`src/rtl/secure_memory_engine.sv`:
```
`timescale 1ns/1ps
// Nios II custom instruction: address-tweaked XOR encrypt on store, decrypt on load, via Avalon-MM.
// Latency: key/status/illegal done at cycle 1, read 3+W, write 3+W, timeout 2+T (read) / 3+T (write).
// Backpressure: honours waitrequest with strobes held stable; a stall counter aborts after TIMEOUT cycles.
module secure_memory_engine #(
  parameter int unsigned       DATA_W      = 32,
  parameter int unsigned       ADDR_W      = 32,
  parameter logic [DATA_W-1:0] KEY_DEFAULT = 32'h95DA4EAB,
  parameter bit                TWEAK_EN    = 1'b1,
  parameter int unsigned       TIMEOUT     = 255
) (
  input  logic                  clk,
  input  logic                  reset,
  input  logic [DATA_W-1:0]     dataa,
  input  logic [ADDR_W-1:0]     datab,
  input  logic [2:0]            n,
  input  logic                  clk_en,
  input  logic                  start,
  output logic                  done,
  output logic [DATA_W-1:0]     result,
  output logic [ADDR_W-1:0]     address,
  output logic [DATA_W/8-1:0]   byteenable,
  output logic                  chipselect,
  output logic                  read,
  output logic                  write,
  output logic [DATA_W-1:0]     writedata,
  input  logic [DATA_W-1:0]     readdata,
  input  logic                  waitrequest
);

  localparam logic [2:0] IDLE   = 3'd0;
  localparam logic [2:0] WR_XOR = 3'd1;
  localparam logic [2:0] RD_REQ = 3'd2;
  localparam logic [2:0] WR_REQ = 3'd3;
  localparam logic [2:0] RD_XOR = 3'd4;
  localparam logic [2:0] DONE   = 3'd5;

  localparam int unsigned      CNT_W  = (TIMEOUT < 2) ? 1 : $clog2(TIMEOUT + 1);
  localparam logic [CNT_W-1:0] TO_LIM = CNT_W'(TIMEOUT);

  logic [2:0]        state_q, state_d;
  logic [DATA_W-1:0] dat_q, dat_d;
  logic [ADDR_W-1:0] addr_q, addr_d;
  logic [DATA_W-1:0] wdata_q, wdata_d;
  logic [DATA_W-1:0] rdata_q, rdata_d;
  logic [DATA_W-1:0] key_q, key_d;
  logic [DATA_W-1:0] result_q, result_d;
  logic              done_q, done_d;
  logic [CNT_W-1:0]  cnt_q, cnt_d;
  logic              ill_q, ill_d;
  logic              to_q, to_d;

  logic [DATA_W-1:0] addr_ks;
  logic [DATA_W-1:0] ks;
  logic              timeout_hit;
  logic              req_act;

  // Address folded to key width for the tweak: truncated when wider, zero-extended when narrower.
  if (ADDR_W >= DATA_W) begin : g_trunc
    assign addr_ks = addr_q[DATA_W-1:0];
  end else begin : g_zext
    assign addr_ks = {{(DATA_W - ADDR_W){1'b0}}, addr_q};
  end

  assign ks          = key_q ^ (TWEAK_EN ? addr_ks : '0);
  // The stall limit is checked one cycle after the last counted stall, so strobes drop exactly then.
  assign timeout_hit = (TIMEOUT != 0) && (cnt_q == TO_LIM);
  assign req_act     = ((state_q == RD_REQ) || (state_q == WR_REQ)) && !timeout_hit;

  // Next-state and datapath: instruction accept, bus handshake, stall timeout and result formation.
  always_comb begin
    state_d  = state_q;
    dat_d    = dat_q;
    addr_d   = addr_q;
    wdata_d  = wdata_q;
    rdata_d  = rdata_q;
    key_d    = key_q;
    result_d = result_q;
    done_d   = 1'b0;
    cnt_d    = cnt_q;
    ill_d    = ill_q;
    to_d     = to_q;
    case (state_q)
      IDLE: begin
        if (start && clk_en) begin
          dat_d  = dataa;
          addr_d = datab;
          cnt_d  = '0;
          case (n)
            3'd0: state_d = RD_REQ;
            3'd1: state_d = WR_XOR;
            3'd2: begin
              key_d    = dataa;
              result_d = '0;
              done_d   = 1'b1;
              state_d  = DONE;
            end
            3'd3: begin
              key_d    = KEY_DEFAULT;
              result_d = '0;
              done_d   = 1'b1;
              state_d  = DONE;
            end
            3'd4: begin
              result_d      = '0;
              result_d[1:0] = {ill_q, to_q};
              ill_d         = 1'b0;
              to_d          = 1'b0;
              done_d        = 1'b1;
              state_d       = DONE;
            end
            default: begin
              result_d = '0;
              ill_d    = 1'b1;
              done_d   = 1'b1;
              state_d  = DONE;
            end
          endcase
        end
      end
      WR_XOR: begin
        wdata_d = dat_q ^ ks;
        state_d = WR_REQ;
      end
      RD_REQ, WR_REQ: begin
        if (timeout_hit) begin
          to_d     = 1'b1;
          result_d = '0;
          done_d   = 1'b1;
          state_d  = DONE;
        end else if (!waitrequest) begin
          if (state_q == RD_REQ) begin
            rdata_d = readdata;
            state_d = RD_XOR;
          end else begin
            result_d = wdata_q;
            done_d   = 1'b1;
            state_d  = DONE;
          end
        end else if (TIMEOUT != 0) begin
          cnt_d = cnt_q + CNT_W'(1);
        end
      end
      RD_XOR: begin
        result_d = rdata_q ^ ks;
        done_d   = 1'b1;
        state_d  = DONE;
      end
      DONE:    state_d = IDLE;
      default: state_d = IDLE;
    endcase
  end

  // State registers; reset restores the default key and aborts any in-flight transfer.
  always_ff @(posedge clk or posedge reset) begin
    if (reset) begin
      state_q  <= IDLE;
      dat_q    <= '0;
      addr_q   <= '0;
      wdata_q  <= '0;
      rdata_q  <= '0;
      key_q    <= KEY_DEFAULT;
      result_q <= '0;
      done_q   <= 1'b0;
      cnt_q    <= '0;
      ill_q    <= 1'b0;
      to_q     <= 1'b0;
    end else begin
      state_q  <= state_d;
      dat_q    <= dat_d;
      addr_q   <= addr_d;
      wdata_q  <= wdata_d;
      rdata_q  <= rdata_d;
      key_q    <= key_d;
      result_q <= result_d;
      done_q   <= done_d;
      cnt_q    <= cnt_d;
      ill_q    <= ill_d;
      to_q     <= to_d;
    end
  end

  // Avalon outputs decode from registered state only, so they are zero whenever no transfer is live.
  always_comb begin
    chipselect = req_act;
    read       = req_act && (state_q == RD_REQ);
    write      = req_act && (state_q == WR_REQ);
    address    = req_act ? addr_q : '0;
    byteenable = req_act ? '1 : '0;
    writedata  = (req_act && (state_q == WR_REQ)) ? wdata_q : '0;
  end

  assign done   = done_q;
  assign result = result_q;

endmodule

```
`config.mk`:
```
export PLATFORM = sky130hd
export DESIGN_NAME = secure_memory_engine
export DESIGN_NICKNAME = d
export VERILOG_FILES = /design/src/rtl/secure_memory_engine.sv
export SDC_FILE = /design/constraint.sdc
export NUM_CORES = 1
export LEC_CHECK = 0
export BUFFER_PORTS_ARGS = -buffer_cell sky130_fd_sc_hd__buf_2
export CAP_MARGIN = 0
export CORE_MARGIN = 2
export CORE_UTILIZATION = 50
export DETAILED_ROUTE_END_ITERATION = 12
export PLACE_DENSITY_LB_ADDON = 0.05
export SYNTH_ARGS = -nofsm -noshare
export SYNTH_HDL_FRONTEND = slang
export SYNTH_SLANG_ARGS = --single-unit
```
`constraint.sdc`:
```
create_clock -name clk -period 17.3 [get_ports clk]
set_input_delay 0.865 -clock clk [delete_from_list [all_inputs] [get_ports clk]]
set_output_delay 0.865 -clock clk [all_outputs]
set_load 0.005 [all_outputs]
```
Yosys cells after proc, flatten, opt, wreduce, memory -nomap -nowiden
Index checks and enable logic that the tools add are counted.

Bits in registers: 206. Input port bits: 104. Output and inout port bits: 104.

Add/subtract/negate cells: 1. Equal/unequal tests: 17. Mux-type cells: 31. Bitwise operators: 6. Reductions and logical operators: 22.

Operator list (number): 2-to-1 mux 32 bit (6); case mux 32 bit (2 select lines) (2); case mux 32 bit (3 select lines) (1); bitwise XOR 32 bit (3); 2-to-1 mux 8 bit (3); case mux 8 bit (2 select lines) (1); == test 3 x 2 -> 1 bit, second input constant (4); case mux 3 bit (4 select lines) (1); AND reduction 4 bit (3); inequality test 2 bit, second input constant (5); 2-to-1 mux 1 bit (9); 2-to-1 mux 3 bit (3); adder 8 x 1 -> 8 bit, second input constant (1); == test 8 bit, second input constant (1); == test 3 x 1 -> 1 bit, second input constant (2); == test 3 bit, second input constant (2); zero test 3 bit (2); inequality test 3 bit, second input constant (2); case mux 3 bit (2 select lines) (1); AND reduction 3 bit (2); AND reduction 5 bit (1); logical AND 1 bit (4); 2-to-1 mux 4 bit (1); case mux 1 bit (2 select lines) (2); other kinds (10) (15).

Depth between registers and ports, before layout
Word-level depth: 5. Gate-level depth with buffers: 7. Gate-level depth less buffers: 5.

Least setup slack after synthesis
Ideal clock, no wire load.

Kind: register -> output. From: register cnt_q[0]. To: output writedata[10]. Arrival time: 1.529 ns. Required time: 16.435 ns. Slack: 14.906 ns. Cell stages (with the launch flop): 8. Buffers on the path: 2. Cells stage by stage: dfrtp_1 ha_1 nand3_2 o21ai_2 inv_1 clkbuf_1 clkbuf_1 and3_1.

Cells in the longest elaborated chain, start to end: 5.

RTL lines: start, declared (RTL line 49) `logic [CNT_W-1:0] cnt_q, cnt_d;`; start signal, assigned (RTL line 177) `cnt_q <= cnt_d;`; == test 8 bit (RTL line 67) `assign timeout_hit = (TIMEOUT != 0) && (cnt_q == TO_LIM);`; zero test 1 bit (RTL line 68) `assign req_act = ((state_q == RD_REQ) || (state_q == WR_REQ)) && !timeout_hit;`; logical AND 1 bit (RTL line 68); logical AND 1 bit (RTL line 190) `writedata = (req_act && (state_q == WR_REQ)) ? wdata_q : '0;`; 2-to-1 mux 32 bit (RTL line 190); end, declared (RTL line 26) `output logic [DATA_W-1:0] writedata,`.

Every way passes these cells.

Final worst setup path
From: register cnt_q[0]. To: output writedata[1].

Same word-level chain as after synthesis.

==> run summary <==
Status - finished clean
Rows - 51
Initial antenna violation count - 1
Total power - 2.30 mW
Clock slew at reported path FFs - 0.06 ns
Crit path capture type - primary output
Port bufs - 207
Fmax - 280 MHz
Crit-path slowest cell - inv_2
Crit-path cells - ha_1, nand3_2, o21ai_4, inv_2, and3_1, buf_2
Global-route wire length before repair - 39.1 mm
Top sig layer - met4
Distinct cells, synth - 46
Arr. time, crit path - 2.71 ns
Worst Max-Slew Pin Slew - 1.16 ns
Area of the mapped netlist - 9800 um^2
Startpoint types - flop
Final period util - 20.7%
Largest cells by area after synthesis - dfrtp_1 (48%), nand2_1 (11%), xnor2_1 (5.7%)
Relative slew slack - 22.1%
Most frequent cells after synthesis - nand2_1 (294), dfrtp_1 (188), xnor2_1 (64), o21ai_0 (56), clkbuf_1 (42)
Area leader, netlist - dfrtp_1
# IOs - 208
Final HPWL DP - 15.3 mm
Grt ovf - 0
CTS tree - done
Crit path max-delay family - buffers and inverters
H-tree Lvls - 1
Post-synth EDFFs - 0
PwrDens - 197 nW/um^2
Final setup vio count - 0
Total track usage - 24.3%
GPL Wtd Cong - 0.780
Core Box Area - 19,300 um^2
Layout area overhead - 18.8%
Max Buffers Root-to-Sink - 3
Max Cap Viol - 0
Setup bufs post-CTS - 0
Later-pin clock latency in the skew report - 0.50 ns
Drt drc - 0
Seq pwr share - 39.1%
Synth warn - 0
Nets@finish - 1,278
Most common cell in the netlist - nand2_1
Antenna-violating nets left - 0
CTS buffer count - 23
Cts hold-fix bufs - 0
Syn nets - 1,110
Hold crit path type - reg -> reg
Min cycle time layout - 3.57 ns
WP buf/inv - 2
Met3 wire length - 1.15 mm
Clock share of power - 20.5%
Max Slew Vio Count - 0
Routed wire length - 25.0 mm
Leakage power - 6.05 nW
DR WL/cell - 17.2 um
Total number of vias - 7,389
Fillers - 1,772
Met1 wire length - 11.3 mm
Max FO, Critical Path - 69
Largest net degree at the start of global routing - 147
Post-route setup TNS - 0 ns
Post-cts resize count - 0
Post-synth top area share - 48.0%
Clk_skew - 0.00885 ns
Via density - 5.08
RSZ-0062 raised after global routing - no
Die area - 20,700 um^2
WP data required - 16.43 ns
Detailed Routing Iterations Pass 1 - 5
Number of global-route vias before repair - 7,247
Peak VDD IR - 83.8 uV
Prevailing post-synth register cell - dfrtp_1
Switching share of power - 36.3%
Internal power - 1.46 mW
Part of the power in combinational logic - 40.4%
Ys async rst share - 100%
Iter 0 DRT Violations - 375
Ratio of cells with drive above 1 in the final layout - 25.9%
Crit Path Category - reg -> out
Syn_area_per_cell - 9.75 um^2
Initial Util - 50.7%
Die X - 144 um
Sequential fraction of the synthesis area - 52.8%
Hold Vio Cnt, Final - 0
Max incr delay on CP - 0.47 ns
CTS root buffer - clkbuf_16
Sink Count - 206
Synthesized flop and latch total - 206
Psw - 0.834 mW
Met2 Routed Length - 11.9 mm
Overall die height - 144 um
Synthesized instance count - 1,005
## sequential cells by signal, summed over array words and instances, names as in the netlist
signal	flops
result	32
state_q	3
done	1
rdata_q	32
key_q	32
addr_ks	32
to_q	1
dat_q	32
cnt_q	8
ill_q	1
wdata_q	32
## path summary, 6_finish.rpt
check / start / to / slack, ns / cells after the start
worst min register to register: key_q[9] / key_q[9] / 0.46 / 2
min in group asynchronous: reset / wdata_q[12] / 0.60 / 2
worst max-delay path: cnt_q[0] / writedata[1] / 13.73 / 6
worst max register to register: cnt_q[0] / rdata_q[19] / 14.20 / 7
worst min-delay path: key_q[9] / key_q[9] / 0.46 / 2
max in group asynchronous: reset / wdata_q[15] / 15.26 / 3
## cell usage in the layout, fill, tap and decap left out, types with 2 or more instances in the layout
| master | n |
|---|---|
| and2_1 | 32 |
| clkbuf_8 | 5 |
| dfrtp_1 | 188 |
| xnor2_1 | 64 |
| nand3_1 | 7 |
| o211ai_1 | 5 |
| o22a_1 | 32 |
| and3_1 | 34 |
| xor2_1 | 32 |
| o311ai_0 | 2 |
| buf_2 | 207 |
| inv_1 | 6 |
| clkbuf_16 | 23 |
| dfstp_2 | 18 |
| o22ai_1 | 31 |
| nor2_1 | 37 |
| nand2_2 | 2 |
| nand2b_1 | 3 |
| nand2_1 | 292 |
| nand4_1 | 3 |
| o21ai_0 | 56 |
| or4_1 | 2 |
| mux2_2 | 2 |
| a21oi_1 | 12 |
| nand3b_1 | 14 |
| buf_4 | 8 |
| or3_1 | 2 |
| nand3_2 | 2 |
| o31ai_1 | 5 |
| mux2_4 | 30 |
| diode_2 | 2 |
| clkbuf_1 | 11 |
## layout make-up
cell class / instances / area (um^2) / share of cell area [%]
tap: 265 / 332 / 2.85
multi-input combinational: 719 / 4280 / 36.8
timing repair buffer: 215 / 1100 / 9.41
clock inverter: 1 / 30.0 / 0.258
clock buffer: 39 / 686 / 5.89
antenna: 2 / 5.00 / 0.0430
inverter: 8 / 37.5 / 0.322
sequential: 206 / 5180 / 44.5
## power by group through the flow
stage,clock network [mW],logic [mW],registers [mW]
4_1_cts,0.480,0.940,0.898
5_1_grt,0.498,1.04,0.929
6_report,0.470,0.927,0.898
3_5_place_dp,0,0.937,0.905
3_3_place_gp,0,0.920,0.898
2_1_floorplan,0,0.723,0.858
## kinds of logic after synthesis
group           after synthesis  synth area share [%]
xor+xnor                     96                  8.58
simple gates                439                  19.9
fa+ha+maj                     1                 0.128
compound gates              151                  9.93
mux                          32                  4.83
buf+inv                      80                  3.85
flops                       206                  52.8
## worst register-to-register path, delay by kind of cell, from the launching register on
| kind | cells | cell delay [ns] |
|---|---|---|
| AND/OR/NAND/NOR | 2 | 0.69 |
| flip-flops | 1 | 0.40 |
| buffers and inverters | 2 | 0.92 |
| AO/OA/AOI/OAI | 1 | 0.42 |
| multiplexers | 1 | 0.35 |
| adder cells (fa/ha/maj) | 1 | 0.20 |
## per-stage QoR
step                      std cells  worst slack (ns)  cell area, um^2  util (%)  hold slack (ns)
final                          1455             13.73            11600      60.2            0.457
after global placement         1413             14.27            10900      56.5            0.448
after global routing           1454             13.47            11600      60.2            0.472
after detailed placement       1413             14.19            10900      56.5            0.451
after CTS                      1453             13.71            11600      60.2            0.460
after floorplan                1005             10.84             9800         -            0.441
## metal layers
| metal | vias up | global-route usage (%) |
|---|---|---|
| met5 | - | 0 |
| met4 | 0 | 6.91 |
| met3 | 42 | 3.44 |
| met2 | 173 | 41.4 |
| met1 | 3523 | 32.4 |
| li1 | 3651 | - |
Power figures use the tool's default switching activity.
